## src/rtl/spin_iq_block_averager.sv

```systemverilog
`default_nettype none
// ============================================================================
//  Module      : spin_iq_block_averager
//  Description : Pairs I/Q sample strobes from the AD9361 receive interface,
//                sums 2^n pairs per block and emits the floor-average of each
//                block through a single-entry valid/ready buffer. Overflow and
//                pairing errors are reported as sticky flags.
//  Revision    : 1.0 - initial release
// ============================================================================
module spin_iq_block_averager #(
   parameter int DATA_WIDTH = 16,
   parameter int LOG2_N_MAX = 8
) (
   input  logic                         clk,
   input  logic                         resetn,
   input  logic                         adc_valid_i,
   input  logic signed [DATA_WIDTH-1:0] adc_data_i,
   input  logic                         adc_valid_q,
   input  logic signed [DATA_WIDTH-1:0] adc_data_q,
   input  logic                         cfg_enable,
   input  logic [3:0]                   cfg_log2_n,
   input  logic                         clr_status,
   output logic                         out_valid,
   input  logic                         out_ready,
   output logic signed [DATA_WIDTH-1:0] out_data_i,
   output logic signed [DATA_WIDTH-1:0] out_data_q,
   output logic                         ovf_sticky,
   output logic                         pair_err_sticky
);

   localparam int c_ACC_W = DATA_WIDTH + LOG2_N_MAX;
   localparam int c_CNT_W = (LOG2_N_MAX > 0) ? LOG2_N_MAX : 1;
   localparam int c_LIM_W = c_CNT_W + 1;
   localparam logic [4:0]         c_NMAX    = 5'(LOG2_N_MAX);
   localparam logic [c_LIM_W-1:0] c_LIM_ONE = c_LIM_W'(1);
   localparam logic [c_CNT_W-1:0] c_CNT_ONE = c_CNT_W'(1);

   typedef enum logic [0:0] {
      WAIT_I = 1'b0,
      WAIT_Q = 1'b1
   } state_t;

   state_t                        r_state;
   state_t                        w_state_nxt;
   logic signed [DATA_WIDTH-1:0]  r_lat_i;
   logic signed [DATA_WIDTH-1:0]  w_lat_i_nxt;
   logic                          w_pair;
   logic                          w_pair_err;
   logic signed [DATA_WIDTH-1:0]  w_pair_i;
   logic signed [DATA_WIDTH-1:0]  w_pair_q;

   logic [c_CNT_W-1:0]            r_cnt;
   logic [3:0]                    r_n;
   logic [3:0]                    w_n_clamp;
   logic [3:0]                    w_n_use;
   logic [c_LIM_W-1:0]            w_limit;
   logic                          w_last;
   logic                          w_result;
   logic                          w_ovf_set;

   logic signed [c_ACC_W-1:0]     r_acc_i;
   logic signed [c_ACC_W-1:0]     r_acc_q;
   logic signed [c_ACC_W-1:0]     w_sum_i;
   logic signed [c_ACC_W-1:0]     w_sum_q;
   logic signed [c_ACC_W-1:0]     w_avg_i;
   logic signed [c_ACC_W-1:0]     w_avg_q;

   // Pairing decode: decide whether this cycle completes a pair, what the pair is,
   // and how the pending-I holder and state move. Disabled means flush to WAIT_I.
   always_comb begin
      w_state_nxt = r_state;
      w_lat_i_nxt = r_lat_i;
      w_pair      = 1'b0;
      w_pair_err  = 1'b0;
      w_pair_i    = adc_data_i;
      w_pair_q    = adc_data_q;
      if (!cfg_enable) begin
         w_state_nxt = WAIT_I;
         w_lat_i_nxt = '0;
      end else begin
         case (r_state)
            WAIT_I: begin
               if (adc_valid_i && adc_valid_q) begin
                  w_pair = 1'b1;
               end else if (adc_valid_i) begin
                  w_lat_i_nxt = adc_data_i;
                  w_state_nxt = WAIT_Q;
               end else if (adc_valid_q) begin
                  w_pair_err = 1'b1;
               end
            end
            WAIT_Q: begin
               if (adc_valid_q) begin
                  // Latched I pairs with this Q; a simultaneous I becomes the new pending I.
                  w_pair   = 1'b1;
                  w_pair_i = r_lat_i;
                  if (adc_valid_i) begin
                     w_lat_i_nxt = adc_data_i;
                  end else begin
                     w_state_nxt = WAIT_I;
                  end
               end else if (adc_valid_i) begin
                  w_lat_i_nxt = adc_data_i;
                  w_pair_err  = 1'b1;
               end
            end
            default: begin
               w_state_nxt = WAIT_I;
            end
         endcase
      end
   end

   // Pairing state and pending-I register.
   always_ff @(posedge clk or negedge resetn) begin
      if (!resetn) begin
         r_state <= WAIT_I;
         r_lat_i <= '0;
      end else begin
         r_state <= w_state_nxt;
         r_lat_i <= w_lat_i_nxt;
      end
   end

   // Block length is taken from the config only at the first pair of a block.
   assign w_n_clamp = ({1'b0, cfg_log2_n} > c_NMAX) ? c_NMAX[3:0] : cfg_log2_n;
   assign w_n_use   = (r_cnt == '0) ? w_n_clamp : r_n;
   assign w_limit   = c_LIM_ONE << w_n_use;
   assign w_last    = ({1'b0, r_cnt} == (w_limit - c_LIM_ONE));
   assign w_result  = w_pair && w_last;
   assign w_ovf_set = w_result && out_valid && !out_ready;

   assign w_sum_i   = r_acc_i + {{LOG2_N_MAX{w_pair_i[DATA_WIDTH-1]}}, w_pair_i};
   assign w_sum_q   = r_acc_q + {{LOG2_N_MAX{w_pair_q[DATA_WIDTH-1]}}, w_pair_q};
   assign w_avg_i   = w_sum_i >>> w_n_use;
   assign w_avg_q   = w_sum_q >>> w_n_use;

   // Accumulate pairs; the final pair of a block restarts the accumulators.
   always_ff @(posedge clk or negedge resetn) begin
      if (!resetn) begin
         r_acc_i <= '0;
         r_acc_q <= '0;
         r_cnt   <= '0;
         r_n     <= '0;
      end else if (!cfg_enable) begin
         r_acc_i <= '0;
         r_acc_q <= '0;
         r_cnt   <= '0;
      end else if (w_pair) begin
         if (r_cnt == '0) begin
            r_n <= w_n_clamp;
         end
         if (w_last) begin
            r_acc_i <= '0;
            r_acc_q <= '0;
            r_cnt   <= '0;
         end else begin
            r_acc_i <= w_sum_i;
            r_acc_q <= w_sum_q;
            r_cnt   <= r_cnt + c_CNT_ONE;
         end
      end
   end

   // Single-entry output buffer; a full, stalled buffer drops the new result.
   always_ff @(posedge clk or negedge resetn) begin
      if (!resetn) begin
         out_valid  <= 1'b0;
         out_data_i <= '0;
         out_data_q <= '0;
      end else if (w_result && !(out_valid && !out_ready)) begin
         out_valid  <= 1'b1;
         out_data_i <= w_avg_i[DATA_WIDTH-1:0];
         out_data_q <= w_avg_q[DATA_WIDTH-1:0];
      end else if (out_valid && out_ready) begin
         out_valid  <= 1'b0;
      end
   end

   // Sticky error flags; a new error in the clearing cycle wins.
   always_ff @(posedge clk or negedge resetn) begin
      if (!resetn) begin
         ovf_sticky      <= 1'b0;
         pair_err_sticky <= 1'b0;
      end else if (clr_status) begin
         ovf_sticky      <= w_ovf_set;
         pair_err_sticky <= w_pair_err;
      end else begin
         ovf_sticky      <= ovf_sticky | w_ovf_set;
         pair_err_sticky <= pair_err_sticky | w_pair_err;
      end
   end

endmodule
`default_nettype wire

```

## config.mk

```make
export PLATFORM = sky130hd
export DESIGN_NAME = spin_iq_block_averager
export DESIGN_NICKNAME = d
export VERILOG_FILES = /design/src/rtl/spin_iq_block_averager.sv
export SDC_FILE = /design/constraint.sdc
export NUM_CORES = 1
export LEC_CHECK = 0
export CAP_MARGIN = 20
export CORE_MARGIN = 2
export CORE_UTILIZATION = 42
export DETAILED_ROUTE_END_ITERATION = 10
export GPL_ROUTABILITY_DRIVEN = 0
export GPL_TIMING_DRIVEN = 0
export PLACE_DENSITY = 0.63
export SYNTH_ARGS = -nofsm -noshare
export SYNTH_HDL_FRONTEND = slang
export SYNTH_SLANG_ARGS = --single-unit
```

## constraint.sdc

```tcl
create_clock -name clk -period 5.6 [get_ports clk]
set_input_delay 1.68 -clock clk [delete_from_list [all_inputs] [get_ports clk]]
set_output_delay 1.68 -clock clk [all_outputs]
set_load 0.02 [all_outputs]
```

==> results of run 1 <==
==> registers in the layout (all words and copies together), names as in the netlist <==
name,cells
out_data_q,16
r_n,4
r_state,1
out_valid,1
pair_err_sticky,1
out_data_i,16
ovf_sticky,1
r_cnt,8
r_lat_i,16
r_acc_q,24
r_acc_i,24
==> power by group through the flow <==
stage	combinational (mW)	sequential, mW	clock, mW
3_5_place_dp	1.51	0.935	0
2_1_floorplan	1.02	0.941	0
6_report	1.66	0.921	0.693
3_3_place_gp	1.50	0.935	0
5_1_grt	1.76	0.930	0.732
4_1_cts	1.56	0.920	0.701
==> worst register-to-register path: stages, from the launching register on <==
cell and delay [ps]:
dfrtp_1 470, inv_1 140, ha_1 190, or4b_4 470, buf_6 150, o21ai_1 270, o21ai_1 280, nor2_1 210
clkbuf_2 340, nand2_1 120, ha_2 280, o21bai_1 170, a32oi_1 210, mux2i_1 120, xnor2_1 170, nand4_1 110
buf_4 170, nor4b_4 340, buf_6 210, buf_8 150, o221ai_1 150, o31ai_2 240
==> logic make-up after synthesis <==
kind of cell    count (synthesis)  share of synthesized area (%)
compound gates                472                           32.2
xor+xnor                       40                           3.48
fa+ha+maj                      51                           6.49
buf+inv                       108                           4.76
flops                         112                           27.9
mux                            51                           5.33
simple gates                  424                           19.9
==> metal layers <==
| layer | GRT usage, % | vias to the layer above |
|---|---|---|
| met3 | 5.17 | 127 |
| li1 | - | 4952 |
| met5 | 0 | - |
| met4 | 11.5 | 0 |
| met2 | 47.0 | 496 |
| met1 | 35.4 | 5120 |
==> area by class of cell <==
| class | count | area [µm²] | share of cell area [%] |
|---|---|---|---|
| well taps | 319 | 399 | 3.36 |
| plain buffers | 79 | 384 | 3.24 |
| repair buffers | 90 | 892 | 7.52 |
| inverters | 22 | 82.6 | 0.696 |
| multi-input cells | 1038 | 7000 | 59.0 |
| clock buffers | 10 | 239 | 2.01 |
| flip-flops and latches | 112 | 2800 | 23.6 |
| clock inverters | 6 | 70.1 | 0.590 |
==> timing repair <==
action	in CTS	in global routing
pin swaps	7	3
setup buffers	8	4
resized for setup	29	26
endpoints found under the setup margin	90	43
gates cloned	0	0
==> worst max-delay path by stage <==
stage                        from              to  slack, ps  cells past startpoint
detailed placement  cfg_log2_n[3]   out_data_i[1]      -1350                     17
floorplan             adc_valid_q  out_data_i[11]        500                     14
finish              cfg_log2_n[0]  out_data_i[13]        160                     19
global placement           resetn   out_data_q[9]      -1850                      1
CTS                   adc_valid_q  out_data_i[13]         90                     15
global route          adc_valid_q  out_data_i[11]          4                     14
==> placed cells by master (no fill, tap or decap), drive strengths merged, types with 10 or more instances in the layout <==
cell type      instances
nand2                174
dfrtp                112
o21ai                111
nor2                  90
a21oi                 78
clkdlybuf4s50         75
clkbuf                64
ha                    49
buf                   39
a22o                  37
a211oi                37
nand3                 33
mux2i                 30
nor3                  29
o211ai                27
inv                   25
a31oi                 22
mux2                  21
xnor2                 20
xor2                  20
o22ai                 19
a21o                  18
nand2b                15
o221ai                14
and2                  13
and3                  13
o31ai                 11
a221oi                11
nand4                 10
==> stage by stage <==
stage | util [%] | power (mW) | TNS (ps) | hold WS (ps)
6_report | 50.6 | 3.27 | 0 | 480
3_3_place_gp | 47.9 | 2.44 | -311240 | 460
5_1_grt | 50.6 | 3.43 | 0 | 520
2_1_floorplan | - | 1.96 | 0 | 446
3_5_place_dp | 48.0 | 2.45 | -109040 | 467
4_1_cts | 50.1 | 3.18 | 0 | 487
==> flow_summary_export.csv, run 1 <==
group,metric,value,unit
critical_path,cp_max_fo,10,
logic_synthesis,yosysTopAreaCell,"dfrtp_1",
pwr,power.leakage,5.04,nW
routing,wl,36.2,mm
routing,routed.top_layer,"met4",
sta,setup_viol,0,
clock_tree,tritoncts,"done",
place,port_buffers,77,
routing,wl_per_cell,21.6,µm
clock_tree,cts_sinks,112,
logic_synthesis,synth_edf_count,0,
sta,post-route-period-util,97.2,%
critical_path,endpoint_kind,"register",
grt,grt_max_degree,69,
clock_tree,clk_latency,370,ps
critical_path,r2r_cells,21,
grt,groute.usage.overall,28.0,%
floorplan,boundaryPins,78,
critical_path,arrival,5710,ps
sta,fin_ws,159,ps
critical_path,rr_startpoint,"r_cnt[0]",
logic_synthesis,yosys_warnings,0,
place,dp_cells,1655,
run_status,status,"complete, no violations",
pwr,peakVddDrop,0.000162,V
logic_synthesis,ys_seq_area_share,27.9,%
worst_hold_path,hold_depth,2,
clock_tree,cts-root-buf,"clkbuf_16",
logic_synthesis,synth_top_area_share,27.9,%
job,cap_violations,0,
logic_synthesis,syn_area_per_cell,8.00,µm²
logic_synthesis,async_flop_share,100,%
logic_synthesis,syn_nets,1352,
critical_path,worst-path-buf-inv,6,
sta,tightest_slew,999,ps
sta,timing.fmax,184,MHz
clock_tree,hold_buffers,0,
critical_path,worstSetupStartpointType,"input pin",
critical_path,cpMostUsedCell,"buf_4",
logic_synthesis,synth.most_common_cell,"nand2_1",
critical_path,criticalPathCategory,"in2reg",
grt,grt_first_pass_wirelength,56.7,mm
grt,grt.overflow.total,0,
clock_tree,cts_buffer_depth,2,
logic_synthesis,synth_area,10100,µm²
routing,vias,10695,
routing,drtAntennaViolNets,0,
routing,met1_length,14.6,mm
pwr,power_density,275,nW/µm²
worst_hold_path,hp-class,"reg2reg",
place,dp_slack,-1350,ps
critical_path,worstPathCellList,"clkdlybuf4s50_1 > nand4b_1 > and2_1 > clkbuf_1 > buf_4 > nor2_4 > nand2_1 > ha_2 > o21bai_1 > a32oi_1 > mux2i_1 > xnor2_1 > nand4_1 > buf_4 > nor4b_4 > buf_6 > buf_8 > o221ai_1 > o31ai_2",
pwr,swShare,45.5,%
logic_synthesis,synth_ff_type,"dfrtp_1",
critical_path,crit_family,"buffers and inverters",
clock_tree,cts.htree.levels,3,
sta,period_needed,5440,ps
floorplan,die-area,25200,µm²
critical_path,rrSetupSlack,570,ps
grt,antenna_found_initial,1,
routing,drtIter0Drc,1241,
floorplan,die_w,159,µm
grt,grt_pass1_vias,10247,
logic_synthesis,ys_top_cells_by_area,"dfrtp_1, nand2_1, ha_1, o21ai_0, a21oi_1",
cells_and_area,drive_above_1_share,9.65,%
critical_path,rr_endpoint,"out_data_i[13]",
routing,met3_length,2.91,mm
logic_synthesis,synth_common_cells,"nand2_1, dfrtp_1, o21ai_0",
cells_and_area,nFillCells,2301,
pwr,combPwrFrac,50.7,%
clock_tree,numCtsBuffers,9,
logic_synthesis,postSynthCellCount,1258,
floorplan,die_h,159,µm
logic_synthesis,synth-seq-cells,112,
sta,finalMaxSlewViolations,0,
cells_and_area,antenna_cells,0,
pwr,power_frac_clock,21.2,%
logic_synthesis,ys_types,91,
place,place_area,11300,µm²
critical_path,required,5870,ps
sta,clock_skew,12.7,ps
cells_and_area,finalInstanceArea,11900,µm²
routing,first_pass_iters,6,
cells_and_area,area_growth,18.0,%
sta,finalHoldViolations,0,
critical_path,slowest_delay,520,ps
cells_and_area,fin_cells,1676,
cells_and_area,num-nets-final,1446,
pwr,internal_power,1.78,mW
sta,relSlewSlack,33.1,%
routing,dr_wl_met2,17.1,mm
worst_hold_path,min-delay-start,"r_lat_i[14]",
place,hpwl,27.3,mm
floorplan,fp.coreArea,23500,µm²
clock_tree,path_clk_slew,90,ps
floorplan,num_rows,56,
routing,drc,0,
sta,rsz0062_at_grt,"no",
worst_hold_path,hold-path-endpoint,"r_lat_i[14]",
routing,via_per_inst,6.38,
critical_path,slowest_stage,"clkdlybuf4s50_1",
pwr,pwr-share-seq,28.2,%
floorplan,initial_core_util,42.9,%
pwr,switchingPower,1.49,mW
Power figures use the tool's default switching activity.
==> run 2: changes to the inputs <==
RECOVER_POWER = 25   (was default)
==> flow_summary_export.csv, run 2 (synthesis results as in run 1) <==
group,metric,value,unit
place,dp_slack,-1350,ps
routing,wl_per_cell,21.6,µm
routing,via_per_inst,6.41,
worst_hold_path,hold_depth,2,
place,hpwl,27.3,mm
grt,groute.usage.overall,28.0,%
floorplan,initial_core_util,42.9,%
routing,first_pass_iters,6,
routing,wl,36.2,mm
sta,setup_viol,0,
pwr,swShare,45.5,%
sta,rsz0062_at_grt,"no",
place,dp_cells,1655,
sta,holdWs,480,ps
sta,clock_skew,11.8,ps
critical_path,criticalPathCategory,"in2reg",
job,cap_violations,1,
pwr,internal_power,1.78,mW
sta,period_needed,5430,ps
floorplan,die_w,159,µm
routing,drtIter0Drc,1228,
cells_and_area,drive_above_1_share,9.58,%
run_status,status,"complete, but fails checks",
worst_hold_path,hp-class,"reg2reg",
critical_path,arrival,5700,ps
clock_tree,cts-root-buf,"clkbuf_16",
clock_tree,path_clk_slew,90,ps
clock_tree,cts_sinks,112,
pwr,power.leakage,5.04,nW
routing,drc,0,
grt,grt_max_degree,69,
clock_tree,cts.htree.levels,3,
run_status,violations,"max-capacitance violations, max-slew violations",
critical_path,worstSetupStartpointType,"input pin",
critical_path,r2r_cells,21,
cells_and_area,final_util,50.5,%
critical_path,cp_max_fo,10,
floorplan,die-area,25200,µm²
clock_tree,hold_buffers,0,
sta,finalMaxSlewViolations,45,
cells_and_area,fin_cells,1676,
pwr,pwr-share-seq,28.2,%
routing,drtAntennaViolNets,0,
cells_and_area,area_growth,17.9,%
clock_tree,tritoncts,"done",
floorplan,fp.coreArea,23500,µm²
pwr,switchingPower,1.49,mW
sta,fin_ws,174,ps
critical_path,required,5870,ps
floorplan,boundaryPins,78,
pwr,combPwrFrac,50.6,%
clock_tree,clk_latency,370,ps
sta,relSlewSlack,-73.1,%
cells_and_area,num-nets-final,1446,
cells_and_area,largestRegisters,"r_acc_i x24, r_acc_q x24",
cells_and_area,antenna_cells,0,
critical_path,endpoint_kind,"register",
place,port_buffers,77,
clock_tree,cts_buffer_depth,2,
grt,grt.overflow.total,0,
sta,tightest_slew,2600,ps
routing,vias,10741,
grt,antenna_found_initial,1,
sta,final.setup.tns,0,ps
cells_and_area,final_common_cell,"nand2_1",
pwr,peakVddDrop,0.000164,V
pwr,power_density,276,nW/µm²
cells_and_area,layout_common_cells,"nand2_1, dfrtp_1, o21ai_0",
floorplan,num_rows,56,
sta,timing.fmax,184,MHz
sta,finalHoldViolations,0,
clock_tree,numCtsBuffers,9,
floorplan,die_h,159,µm
grt,grt_pass1_vias,10247,
sta,post-route-period-util,96.9,%
pwr,power_frac_clock,21.3,%
grt,grt_first_pass_wirelength,56.7,mm
## run 2: cell count changes in the layout (fill, tap and decap cells not counted), sizes merged
cell | before | now
clkbuf | 64 | 65
buf | 39 | 38
## run 2: final cells by class
cell class | instances | area, µm²
fill | 2303 | 11600
multi-input combinational | 1038 | 7000
sequential | 112 | 2800
timing repair buffer | 90 | 885
tap | 319 | 399
buffer | 79 | 384
clock buffer | 10 | 239
inverter | 22 | 82.6
clock inverter | 6 | 70.1
## run 2: power by group through the flow
stage | Clock [mW] | Combinational (mW) | Sequential (mW)
6_report | 0.696 | 1.65 | 0.921
3_3_place_gp | 0 | 1.50 | 0.935
4_1_cts | 0.701 | 1.56 | 0.920
3_5_place_dp | 0 | 1.51 | 0.935
5_1_grt | 0.732 | 1.76 | 0.930
2_1_floorplan | 0 | 1.02 | 0.941
## run 2: stage by stage
step / area, µm² / power [mW]
after floorplan: 10100 / 1.96
after global placement: 11200 / 2.44
after detailed placement: 11300 / 2.45
after CTS: 11700 / 3.18
after global routing: 11900 / 3.43
final: 11900 / 3.27
## run 2: what timing repair did
| action | CTS | global route |
|---|---|---|
| pin swaps | 7 | 3 |
| buffers inserted | 8 | 4 |
| endpoints found under the hold margin | 0 | 0 |
| gates resized for setup | 29 | 26 |
| setup endpoints to repair | 90 | 43 |
## run 2: worst paths after layout
kind                                    start        endpoint  slack, ps
worst max-delay path            cfg_log2_n[1]  out_data_i[13]        170
worst min-delay path              r_lat_i[14]     r_lat_i[14]        480
worst min register to register    r_lat_i[14]     r_lat_i[14]        480
worst max register to register       r_cnt[0]  out_data_i[13]        590
min in group asynchronous              resetn     r_lat_i[11]       2110
max in group asynchronous              resetn   out_data_q[6]       1990
## run 2: worst max-delay path, stage by stage
cell	delay, ps
clkdlybuf4s50_1	530
nand4b_1	190
nand2_1	250
clkbuf_1	540
nor2_4	80
nand2_1	110
ha_2	300
xor2_2	290
nand4_1	130
a31oi_1	270
o32ai_2	200
nor4b_4	390
buf_6	210
buf_8	150
o221ai_1	140
o31ai_2	240
## run 2: metal layers
metal	track usage (%)	vias up	part of all wire (%)
li1	-	4946	-
met1	35.4	5145	41
met2	47.0	522	47
met3	5.17	128	7.8
met4	11.5	0	4.5
met5	0	-	0
